===== src/rtl/vga_fb_reader.sv =====
// vga_fb_reader: VGA raster timing generator that fetches pixels from a
// synchronous framebuffer RAM and presents hs/vs/de/rgb/frame_start
// aligned to the returned pixel data, with enable, sync polarity and
// integer pixel-replication scaling.
module vga_fb_reader #(
  parameter int H_VIDEO     = 640,
  parameter int H_FP        = 16,
  parameter int H_SYNC      = 96,
  parameter int H_BP        = 48,
  parameter int V_VIDEO     = 480,
  parameter int V_FP        = 10,
  parameter int V_SYNC      = 2,
  parameter int V_BP        = 33,
  parameter bit SYNC_POL    = 1'b0,
  parameter int RGB_W       = 12,
  parameter int ADDR_W      = 19,
  parameter int MEM_LAT     = 1,
  parameter int SCALE_SHIFT = 0
) (
  input  logic              clk,
  input  logic              rstn,
  input  logic              en,
  input  logic [RGB_W-1:0]  mem_data,
  output logic              mem_en,
  output logic [ADDR_W-1:0] mem_addr,
  output logic              hs,
  output logic              vs,
  output logic              de,
  output logic [RGB_W-1:0]  rgb,
  output logic              frame_start
);

  localparam int H_TOTAL = H_VIDEO + H_FP + H_SYNC + H_BP;
  localparam int V_TOTAL = V_VIDEO + V_FP + V_SYNC + V_BP;
  localparam int HW      = $clog2(H_TOTAL);
  localparam int VW      = $clog2(V_TOTAL);
  localparam int PIPE    = 2 + MEM_LAT;
  localparam int SRC_W   = H_VIDEO >> SCALE_SHIFT;
  localparam int SRC_H   = V_VIDEO >> SCALE_SHIFT;

  // Boundaries are one bit wider than the counters so a total that is an
  // exact power of two cannot wrap to zero.
  localparam logic [HW:0] H_LAST     = (HW+1)'(H_TOTAL - 1);
  localparam logic [HW:0] H_ACT      = (HW+1)'(H_VIDEO);
  localparam logic [HW:0] H_SYNC_BEG = (HW+1)'(H_VIDEO + H_FP);
  localparam logic [HW:0] H_SYNC_END = (HW+1)'(H_VIDEO + H_FP + H_SYNC);
  localparam logic [VW:0] V_LAST     = (VW+1)'(V_TOTAL - 1);
  localparam logic [VW:0] V_ACT      = (VW+1)'(V_VIDEO);
  localparam logic [VW:0] V_SYNC_BEG = (VW+1)'(V_VIDEO + V_FP);
  localparam logic [VW:0] V_SYNC_END = (VW+1)'(V_VIDEO + V_FP + V_SYNC);

  if (MEM_LAT < 1 || MEM_LAT > 4) begin : g_bad_mem_lat
    $error("vga_fb_reader: MEM_LAT must be within 1..4");
  end
  if (SCALE_SHIFT < 0 || SCALE_SHIFT > 2) begin : g_bad_scale
    $error("vga_fb_reader: SCALE_SHIFT must be within 0..2");
  end
  if (longint'(SRC_W) * longint'(SRC_H) > (longint'(1) << ADDR_W)) begin : g_bad_addr_w
    $error("vga_fb_reader: source image does not fit in ADDR_W address bits");
  end

  logic [HW-1:0]     h;
  logic [VW-1:0]     v;
  logic              act0;
  logic              hsa0;
  logic              vsa0;
  logic              first0;
  logic [ADDR_W-1:0] addr0;
  logic [PIPE-1:0]   act_q;
  logic [PIPE-1:0]   hsa_q;
  logic [PIPE-1:0]   vsa_q;
  logic [PIPE-1:0]   first_q;

  // Raster position: h wraps every line, v advances on each h wrap; a disabled scan parks at the origin.
  always_ff @(posedge clk or negedge rstn) begin
    if (!rstn) begin
      h <= '0;
      v <= '0;
    end else if (!en) begin
      h <= '0;
      v <= '0;
    end else if ({1'b0, h} == H_LAST) begin
      h <= '0;
      if ({1'b0, v} == V_LAST) begin
        v <= '0;
      end else begin
        v <= v + VW'(1);
      end
    end else begin
      h <= h + HW'(1);
    end
  end

  // Stage-0 region flags and source-image address of the current raster position.
  always_comb begin
    act0   = en && ({1'b0, h} < H_ACT) && ({1'b0, v} < V_ACT);
    hsa0   = en && ({1'b0, h} >= H_SYNC_BEG) && ({1'b0, h} < H_SYNC_END);
    vsa0   = en && ({1'b0, v} >= V_SYNC_BEG) && ({1'b0, v} < V_SYNC_END);
    first0 = en && (h == '0) && (v == '0);
    addr0  = ADDR_W'(v >> SCALE_SHIFT) * ADDR_W'(SRC_W) + ADDR_W'(h >> SCALE_SHIFT);
  end

  // Registered RAM read request; the address is parked at zero outside active video.
  always_ff @(posedge clk or negedge rstn) begin
    if (!rstn) begin
      mem_en   <= 1'b0;
      mem_addr <= '0;
    end else begin
      mem_en   <= act0;
      mem_addr <= act0 ? addr0 : '0;
    end
  end

  // Delay lines carrying the timing flags alongside the RAM access so they meet the returned pixel.
  always_ff @(posedge clk or negedge rstn) begin
    if (!rstn) begin
      act_q   <= '0;
      hsa_q   <= '0;
      vsa_q   <= '0;
      first_q <= '0;
    end else begin
      act_q   <= {act_q[PIPE-2:0], act0};
      hsa_q   <= {hsa_q[PIPE-2:0], hsa0};
      vsa_q   <= {vsa_q[PIPE-2:0], vsa0};
      first_q <= {first_q[PIPE-2:0], first0};
    end
  end

  // Pixel register: captures RAM data in the cycle the matching active flag reaches the output stage.
  always_ff @(posedge clk or negedge rstn) begin
    if (!rstn) begin
      rgb <= '0;
    end else begin
      rgb <= act_q[PIPE-2] ? mem_data : '0;
    end
  end

  assign de          = act_q[PIPE-1];
  assign hs          = hsa_q[PIPE-1] ^ ~SYNC_POL;
  assign vs          = vsa_q[PIPE-1] ^ ~SYNC_POL;
  assign frame_start = first_q[PIPE-1];

endmodule

===== config.mk =====
export PLATFORM = sky130hd
export DESIGN_NAME = vga_fb_reader
export DESIGN_NICKNAME = d
export VERILOG_FILES = /design/src/rtl/vga_fb_reader.sv
export SDC_FILE = /design/constraint.sdc
export NUM_CORES = 1
export LEC_CHECK = 0
export CORE_ASPECT_RATIO = 1.4
export CORE_MARGIN = 2
export CORE_UTILIZATION = 45
export CTS_BUF_LIST = sky130_fd_sc_hd__clkbuf_16
export CTS_CLUSTER_SIZE = 14
export DETAILED_ROUTE_END_ITERATION = 8
export PLACE_DENSITY = 0.75
export SYNTH_ARGS = -nofsm -noshare
export SYNTH_HDL_FRONTEND = slang
export SYNTH_SLANG_ARGS = --single-unit

===== constraint.sdc =====
create_clock -name clk -period 3.3 [get_ports clk]
set_clock_uncertainty 0.15 [all_clocks]
set_input_delay 0.825 -clock clk [delete_from_list [all_inputs] [get_ports clk]]
set_output_delay 0.825 -clock clk [all_outputs]
set_load 0.01 [all_outputs]

==> key figures <==
Outcome
  – Outcome: complete, no violations

Clock network
  – Worst-case clock buffer depth: 2
  – Clock latency on the worst-skew pair: 320 ps
  – Clock tree sinks: 63
  – CTS clk-pin slew, worst paths: 50 ps
  – H-tree depth: 3
  – Post-CTS setup buffer count: 0
  – Hold buffer count at CTS: 0
  – CTS-repair resized insts: 0
  – Cts bufs inserted: 9
  – CTS tree: built
  – Clock root buffer: clkbuf_16

Floorplanning
  – DIE WIDTH: 74.2 um
  – Core Area: 6660 um^2
  – Initial core utilization: 0.467
  – IO Count: 51
  – # rows: 35
  – Die area: 7590 um^2
  – Die H: 102 um

Yosys
  – Top post-synthesis cells by area: dfrtp_1 51%, ha_1 9.3%, and2_1 4.6%
  – Synth warnings: 0
  – Synth Register Bits: 63
  – Seq/Total Area, Yosys: 0.507
  – Mapped Area: 3110 um^2
  – Post-synth top area share: 0.507
  – Number of synthesized flops with an enable pin: 0
  – Syn Area/Cell: 10.9 um^2
  – Yosys cell types: 44
  – Main synth FF type: dfrtp_1
  – Ys async rst share: 1.00
  – Most numerous cell in the Yosys netlist: dfrtp_1
  – Commonest cells post-synth: 63 x dfrtp_1, 26 x nor2_1, 23 x and2_1, 23 x ha_1, 20 x nand2_1
  – Most area-hungry cell type in the Yosys netlist: dfrtp_1
  – Synthesized net count: 326
  – Synthesized instance count: 286

Detailed routing
  – DRC errors left: 0
  – Iter 0 DRT Violations: 93
  – DR vias: 2,308
  – Via-per-instance ratio: 5.25
  – Antenna-violating nets left: 0
  – Drt wl/cell: 13.7 um
  – WL final: 6050 um
  – Drt pass-1 iters: 4

Min path
  – Hold Crit Class: reg2reg
  – Hold EP: vsa_q[2]
  – Hold Path Stages: 0
  – Hold Startpoint: vsa_q[1]

Timing
  – Setup violators final: 0
  – Final Hold Viols: 0
  – Final Critical Period: 2960 ps
  – Final setup TNS: 0 ps
  – FMAX: 0.338 GHz
  – Max-slew headroom: 0.640
  – Max Slew Vio Count: 0
  – RSZ-0062 raised after global routing: no
  – WHS: 193 ps
  – Final worst path period share: 0.897
  – Slew @ Worst Pin: 538 ps

Global route
  – Largest net degree at the start of global routing: 28
  – Initial antenna violation count: 0
  – Global route overflow: 0
  – Vias in the first global route: 2,284
  – GRT Total Usage: 0.176
  – First-pass GRT wire length: 10,300 um

Final layout
  – Layout cell share with drive strength beyond 1: 0.0661
  – Final Core Density: 0.602
  – Nets@finish: 383
  – Ant diodes: 0
  – Layout area overhead: 29.1%
  – Fill count: 572

Worst setup path
  – Largest stage delay, worst path: 460 ps
  – Worst reg2reg endpoint: mem_addr[18]
  – Most used cell, CP: ha_1
  – Worst reg2reg startpoint: v[1]
  – Kind of critical path: reg2reg
  – Slowest stage cell on the critical path: dfrtp_1
  – Crit path max fanout: 7
  – FF-to-FF setup slack: 340 ps
  – CP Cell Sequence: ha_1 > ha_1 > fa_1 > xor2_1 > nand2_1 > nor3b_1 > nand4_1 > nor4_1 > nor3_1
  – Critical Path Source Type: register
  – Crit path DAT: 3010 ps
  – FF-to-FF path depth: 9
  – CP required: 3350 ps
  – CP Capture Type: register

Power and ir drop
  – P per Cell Area: 461 nW/um^2
  – Lkg Pwr: 0.00191 uW
  – Peak VDD IR: 0.000254 V

Place
  – GP Congestion: 0.878
  – I/O Buffers: 50
  – Post-DP HPWL: 4320 um

Job
  – Total of max-cap violations: 0
cell type report:
type | instances | area (um^2) | share of cell area
flip-flops and latches | 63 | 1580 | 0.393
multi-input cells | 205 | 1450 | 0.363
repair buffers | 53 | 518 | 0.129
clock buffers | 9 | 225 | 0.0562
well taps | 92 | 115 | 0.0287
clock inverters | 7 | 80.1 | 0.0200
inverters | 11 | 41.3 | 0.0103
critical path: cells and delay by family (launching register included):
| kind | cells | cell delay (ps) |
|---|---|---|
| XOR/XNOR | 1 | 190 |
| adder cells (fa/ha/maj) | 3 | 980 |
| flip-flops | 1 | 460 |
| AND/OR/NAND/NOR | 5 | 1050 |
cell usage in the layout (no fill, tap or decap), types with 10 or more instances in the layout:
cell type	netlist	layout
inv_1	11	13
dfrtp_1	63	63
nand3_1	10	10
nor2_1	26	26
xor2_1	12	12
o21ai_0	10	10
ha_1	23	23
and2_1	23	23
clkdlybuf4s50_1	0	49
nand2_1	20	20
logic make-up after synthesis:
logic type | after synthesis | share of synthesized area
simple gates | 116 | 0.198
flops | 63 | 0.507
compound gates | 44 | 0.108
fa+ha+maj | 25 | 0.106
xor+xnor | 20 | 0.0564
buf+inv | 18 | 0.0246
flip-flops by register name (all words and copies together) (netlist names):
name and count:
vsa_q 3, v 10, h 10, rgb 12
act_q 3, hsa_q 3, mem_addr 19, first_q 3
report_power, final:
group | total [uW] | internal (uW) | switching [uW]
logic | 94.1 | 48.7 | 45.4
clock network | 955 | 648 | 307
registers | 799 | 791 | 7.89
total | 1850 | 1490 | 360
metrics by stage:
| stage | cell area [um^2] | worst slack (ps) | total power, uW | std cells |
|---|---|---|---|---|
| after floorplan | 3110 | 569 | 844 | 286 |
| after global placement | 3700 | 462 | 906 | 424 |
| after detailed placement | 3700 | 367 | 908 | 424 |
| after CTS | 4010 | 325 | 1870 | 440 |
| after global routing | 4010 | 181 | 1910 | 440 |
| final | 4010 | 340 | 1850 | 440 |
how the worst max path moves through the flow:
stage / start / endpoint / slack (ps)
finish: v[1] / mem_addr[18] / 340
global route: v[1] / mem_addr[18] / 180
CTS: v[1] / mem_addr[18] / 330
detailed placement: v[1] / mem_addr[18] / 370
global placement: v[1] / mem_addr[18] / 460
floorplan: v[1] / mem_addr[18] / 570
layer usage:
| layer | wire length (um) | GRT usage |
|---|---|---|
| met2 | 3190 | 0.327 |
| met5 | 0 | 0 |
| met4 | 68 | 0.0701 |
| met1 | 2490 | 0.185 |
| met3 | 291 | 0.0454 |
(Power assumes the default switching activity.)
